--- config.mk ---
export PLATFORM = sky130hd
export DESIGN_NAME = rx_desc_queue
export DESIGN_NICKNAME = d
export VERILOG_FILES = /design/src/rtl/rx_desc_queue.sv
export SDC_FILE = /design/constraint.sdc
export NUM_CORES = 1
export LEC_CHECK = 0
export CORE_MARGIN = 4
export CORE_UTILIZATION = 60
export DETAILED_ROUTE_END_ITERATION = 16
export GPL_TIMING_DRIVEN = 0
export PLACE_DENSITY = 0.8
export SKIP_LAST_GASP = 1
export SYNTH_ARGS = -nofsm -noshare
export SYNTH_HDL_FRONTEND = slang
export SYNTH_SLANG_ARGS = --single-unit
--- constraint.sdc ---
create_clock -name axi_clk -period 5.8 [get_ports axi_clk]
set_input_delay 1.16 -clock axi_clk [delete_from_list [all_inputs] [get_ports axi_clk]]
set_output_delay 1.16 -clock axi_clk [all_outputs]
set_load 0.05 [all_outputs]
--- src/rtl/rx_desc_queue.sv ---
`default_nettype none
// ============================================================================
//  Module   : rx_desc_queue
//  Purpose  : Descriptor FIFO feeding the BRAM->AXIS RX packet reader.
//             Validates pushed (address, length) descriptors, queues the
//             legal ones, presents the head on the reader handshake and
//             issues a completion for every popped buffer.
//  Ports    : axi_clk/axi_aresetn   clock, async active-low reset
//             desc_*_i / desc_rdy_o  descriptor push side (valid/ready)
//             desc_drop_o            pulse: accepted descriptor was illegal
//             pkt_*_o / pkt_ack_i    head presentation and reader ack
//             cmpl_*_o               completion pulse with freed address
//             fill_o, pkt_cnt_o, drop_cnt_o, err_ack_o   status
//  Revision : 1.0  initial release
// ============================================================================
module rx_desc_queue #(
    parameter int DEPTH    = 16,
    parameter int MAX_LEN  = 1518,
    parameter int MEM_SIZE = 131072
) (
    input  logic                       axi_clk,
    input  logic                       axi_aresetn,
    input  logic [31:0]                desc_addr_i,
    input  logic [15:0]                desc_len_i,
    input  logic                       desc_v_i,
    output logic                       desc_rdy_o,
    output logic                       desc_drop_o,
    output logic [31:0]                pkt_addr_o,
    output logic [15:0]                pkt_len_o,
    output logic                       pkt_addr_v_o,
    input  logic                       pkt_ack_i,
    output logic [31:0]                cmpl_addr_o,
    output logic                       cmpl_v_o,
    output logic [$clog2(DEPTH):0]     fill_o,
    output logic [31:0]                pkt_cnt_o,
    output logic [31:0]                drop_cnt_o,
    output logic                       err_ack_o
);

    localparam int AW = $clog2(DEPTH);
    localparam int FW = AW + 1;

    // Storage is never reset: entries are only read while counted by fill.
    logic [31:0]   addr_mem_q [DEPTH];
    logic [15:0]   len_mem_q  [DEPTH];

    logic [AW-1:0] wr_ptr_q, rd_ptr_q;
    logic [FW-1:0] fill_q, fill_d;
    logic          live_q;      // low in reset, high from the first edge after release
    logic          ack_q;
    logic          drop_q;
    logic          cmpl_v_q;
    logic [31:0]   cmpl_addr_q;
    logic [31:0]   pkt_cnt_q, drop_cnt_q;
    logic          err_ack_q;

    logic          w_accept, w_bad, w_push, w_ack_rise, w_pop, w_head_v;
    logic [32:0]   w_end;

    // End address computed on 33 bits so a huge address cannot wrap to a legal one.
    assign w_end      = {1'b0, desc_addr_i} + {17'd0, desc_len_i};
    assign w_bad      = (desc_len_i == 16'd0) ||
                        (desc_len_i > 16'(MAX_LEN)) ||
                        (w_end > 33'(MEM_SIZE));
    assign w_accept   = desc_v_i && desc_rdy_o;
    assign w_push     = w_accept && !w_bad;
    assign w_head_v   = (fill_q != FW'(0));
    // Only the rising edge of ack pops, so a held ack retires one entry.
    assign w_ack_rise = pkt_ack_i && !ack_q;
    assign w_pop      = w_ack_rise && w_head_v;

    always_comb begin
        fill_d = fill_q;
        case ({w_push, w_pop})
            2'b10:   fill_d = fill_q + FW'(1);
            2'b01:   fill_d = fill_q - FW'(1);
            default: fill_d = fill_q;
        endcase
    end

    always_ff @(posedge axi_clk) begin
        if (w_push) begin
            addr_mem_q[wr_ptr_q] <= desc_addr_i;
            len_mem_q[wr_ptr_q]  <= desc_len_i;
        end
    end

    always_ff @(posedge axi_clk or negedge axi_aresetn) begin
        if (!axi_aresetn) begin
            wr_ptr_q    <= '0;
            rd_ptr_q    <= '0;
            fill_q      <= '0;
            live_q      <= 1'b0;
            ack_q       <= 1'b0;
            drop_q      <= 1'b0;
            cmpl_v_q    <= 1'b0;
            cmpl_addr_q <= '0;
            pkt_cnt_q   <= '0;
            drop_cnt_q  <= '0;
            err_ack_q   <= 1'b0;
        end else begin
            live_q   <= 1'b1;
            ack_q    <= pkt_ack_i;
            fill_q   <= fill_d;
            drop_q   <= w_accept && w_bad;
            cmpl_v_q <= w_pop;
            if (w_push) begin
                wr_ptr_q <= wr_ptr_q + AW'(1);
            end
            if (w_accept && w_bad) begin
                drop_cnt_q <= drop_cnt_q + 32'd1;
            end
            if (w_pop) begin
                rd_ptr_q    <= rd_ptr_q + AW'(1);
                pkt_cnt_q   <= pkt_cnt_q + 32'd1;
                cmpl_addr_q <= addr_mem_q[rd_ptr_q];
            end
            if (w_ack_rise && !w_head_v) begin
                err_ack_q <= 1'b1;
            end
        end
    end

    assign desc_rdy_o   = live_q && (fill_q != FW'(DEPTH));
    assign desc_drop_o  = drop_q;
    // Head fields are forced to zero when empty so stale storage never leaks out.
    assign pkt_addr_v_o = w_head_v;
    assign pkt_addr_o   = w_head_v ? addr_mem_q[rd_ptr_q] : 32'd0;
    assign pkt_len_o    = w_head_v ? len_mem_q[rd_ptr_q]  : 16'd0;
    assign cmpl_v_o     = cmpl_v_q;
    assign cmpl_addr_o  = cmpl_addr_q;
    assign fill_o       = fill_q;
    assign pkt_cnt_o    = pkt_cnt_q;
    assign drop_cnt_o   = drop_cnt_q;
    assign err_ack_o    = err_ack_q;

endmodule
`default_nettype wire
==> run_results.csv <==
group,metric,value,unit
detailed_routing,vias,18950,
yosys,synthMuxAreaShare,16.46,%
floorplanning,die_y,251.3,um
cells_and_area,final_cell_mix,"768 x edfxtp_1, 240 x mux4_2, 166 x clkdlybuf4s50_1",
yosys,yosys_most_used_dff,"edfxtp_1",
worst_setup_path,worstSetupPathType,"input port to flop",
floorplanning,die_area,63130,um2
cells_and_area,finalNonFillerCells,2889,
place,placed_cells,2721,
timing,fin_skew,15.79,ps
cells_and_area,final_common_cell,"edfxtp_1",
worst_setup_path,endpoint_kind,"flop",
power,switching_share,33.83,%
timing,post-route-min-period,5799,ps
timing,fin_tns_setup,0,ps
yosys,synth_xor_area_share,2.121,%
clock_network,clk_pin_slew,60,ps
clock_network,cts_tree,"done",
cells_and_area,multiInputGateArea,9291,um2
hold_path,hp-class,"input port to async pin",
power,powerDensity,484.1,nW/um2
yosys,synth_top_family_by_area,"multiplexers",
worst_setup_path,required,6310,ps
yosys,synth_top_area_share,64.95,%
power,p_leak,13.99,nW
detailed_routing,dr.pass1.iters,6,
yosys,syn_area_per_cell,20.37,um2
floorplanning,core_area,58140,um2
detailed_routing,met2_length,43.00,mm
timing,slew-limit-headroom,21.69,%
timing,tightest_slew,1175,ps
place,post-dp-hpwl,49.89,mm
yosys,syn_nets,1823,
power,p_seq_share,36.1,%
cells_and_area,final_area,41540,um2
yosys,synth_area_leaders,"edfxtp_1 65%, mux4_2 15%, dfrtp_1 8.0%",
power,combPwrFrac,36.8,%
timing,rsz0062_at_grt,"true",
power,totalPowerFinal,20.11,mW
yosys,synthesis.area,35510,um2
place,gp_congestion,0.9194,
detailed_routing,wl_per_cell,29.63,um
timing,finalSetupViolCount,0,
clock_network,clkLatencyLatePin,640,ps
detailed_routing,met3WireLength,7.310,mm
power,p_int,13.31,mW
detailed_routing,m1WireLength,31.22,mm
worst_setup_path,cp_max_fo,17,
timing,setup_ws,1.369,ps
cells_and_area,seq_area,25910,um2
cells_and_area,area_delta_synth_final,16.99,%
detailed_routing,drc,0,
power,switching_power,6.802,mW
floorplanning,rows,88,
power,irDropWorstVdd,0.4896,mV
yosys,synth.largest_area_cell,"edfxtp_1",
global_routing,antenna_found_initial,8,
status,status,"finished clean",
floorplanning,die_w,251.3,um
run,maxCapViolations,0,
clock_network,htree_levels,3,
yosys,syn-instance-count,1743,
yosys,ys_types,73,
yosys,synth_compound_area_share,1.681,%
clock_network,cts.path.max_buffers,3,
global_routing,overflow,0,
worst_setup_path,arrival,6310,ps
place,placed_cell_area,38780,um2
yosys,synth_simple_gate_area_share,4.641,%
place,port_buffers,205,
timing,max_freq,0.1725,GHz
detailed_routing,highest_layer,"met5",
timing,post-route-period-util,99.98,%
yosys,yosysWarnings,0,
yosys,synth_edf_count,768,
global_routing,grt_max_degree,95,
timing,hold_viol_final,0,
floorplanning,start_util,61.08,%
clock_network,cts.sinks,882,
detailed_routing,wirelength,85.59,mm
cells_and_area,layout.nets,2130,
worst_setup_path,startpoint_type,"input port",
floorplanning,io_pins,206,
detailed_routing,drtAntennaViolNets,0,
detailed_routing,routed_via_density,6.561,
timing,drv_slew,0,
yosys,yosysSeqAreaShare,72.99,%
cells_and_area,n_fill_cell,3354,
global_routing,grt_pass1_vias,19790,
clock_network,cts-root-buf,"clkbuf_16",
global_routing,grt_first_pass_wirelength,128.4,mm
place,place_worst_setup_slack,-1414,ps
cells_and_area,drive_above_1_share,23.93,%
yosys,synth_fa_ha_area_share,1.008,%
clock_network,cts_buffers,87,
detailed_routing,drtIter0Drc,2561,
power,clkPwrFrac,27.2,%
yosys,ys_ff_latch,882,
yosys,async_reset_ff_share,12.93,%
global_routing,track_usage,27.55,%
## cell usage after synthesis (26+ instances only)
cell	instances
and2_1	52
and3_1	36
clkbuf_1	47
dfrtp_1	114
edfxtp_1	768
ha_1	27
mux2_2	35
mux4_2	240
nand2_1	54
nand3_1	31
nor2_1	27
nor3_1	26
xnor2_1	37
xor2_1	49
## metal layers
metal  track usage, %  vias to the layer above
met3            5.576                      278
met4            10.86                        6
li1                 -                     7769
met1            36.68                     9798
met5                0                        -
met2            45.74                     1103
## power groups by stage
stage | Combinational, mW | Clock [mW] | Sequential (mW)
CTS | 7.46 | 5.51 | 7.25
global route | 7.74 | 5.79 | 7.28
detailed placement | 7.34 | 0 | 7.38
finish | 7.40 | 5.46 | 7.25
global placement | 7.22 | 0 | 7.37
floorplan | 4.42 | 0 | 7.96
## cells by family (layout without fill, tap and decap cells)
kind of cell	after synthesis	after routing
AOI/OAI and AO/OA	85	85
xor gates and xnor gates	86	86
adders and majority gates	28	28
buffers and inverters	91	467
DFF	882	882
muxes	279	279
other	1	6
and+or+nand+nor	291	291
## through the flow
stage	utilization [%]	hold slack, ps
floorplan	-	492.2
global placement	66.25	458.4
detailed placement	66.71	466.8
CTS	71.52	378.9
global route	71.44	390.0
finish	71.45	398.0
## state kept, by name, summed over array words and instances (netlist names)
register / count
addr_mem_q: 512
len_mem_q: 256
cmpl_addr_o: 32
drop_cnt_o: 32
pkt_cnt_o: 32
fill_o: 5
rd_ptr_q: 4
wr_ptr_q: 4
ack_q: 1
cmpl_v_o: 1
desc_drop_o: 1
err_ack_o: 1
live_q: 1
## critical path, cell delays in order
cell      delay (ps)
clkbuf_2         230
ha_1             310
fa_1             450
a211oi_4         310
o31ai_4          160
o211ai_2         350
a21oi_2          160
xnor2_1          160
or3_1            320
a21oi_1          240
nand4_1          130
buf_4            180
nor2_4           160
buf_6            180
inv_1             70
ha_1             210
clkbuf_1         210
xor2_1           190
ha_1             240
o21ai_0          220
a21oi_1          110
a21oi_1          180
xor2_1           150
nor2_1            70
xnor2_1          130
## path summary, 6_finish.rpt
check                                     startpoint                           to  depth (start not counted)  slack, ps
max in group asynchronous                axi_aresetn        desc_drop_o$_DFF_PN0_                          2       4620
setup / recovery                      desc_addr_i[0]        fill_o[4]$_DFFE_PN0P_                         25          1
setup reg to reg               fill_o[1]$_DFFE_PN0P_        fill_o[4]$_DFFE_PN0P_                         14       1770
min in group axi_clk       pkt_cnt_o[31]$_DFFE_PN0P_    pkt_cnt_o[31]$_DFFE_PN0P_                          1        480
hold reg to reg            pkt_cnt_o[31]$_DFFE_PN0P_    pkt_cnt_o[31]$_DFFE_PN0P_                          1        480
hold / removal                           axi_aresetn  cmpl_addr_o[16]$_DFFE_PN0P_                          1        400
## area by class of cell
cell class	instances	share of cell area, %
timing repair buffer	218	5.199
buffer	78	1.021
inverter	13	0.1175
antenna	5	0.03012
multi-input combinational	770	22.37
clock inverter	43	0.9307
clock buffer	115	5.645
tap	765	2.304
sequential	882	62.39
## what timing repair did
| action | in CTS | in global routing |
|---|---|---|
| hold buffers | 0 | 0 |
| pin swaps | 1 | 1 |
| gates resized for setup | 54 | 86 |
| endpoints found under the hold margin | 0 | 0 |
| gates cloned | 0 | 0 |
| endpoints found under the setup margin | 714 | 92 |
| setup buffers | 2 | 3 |
No activity file was read; power rests on OpenSTA's default activity.
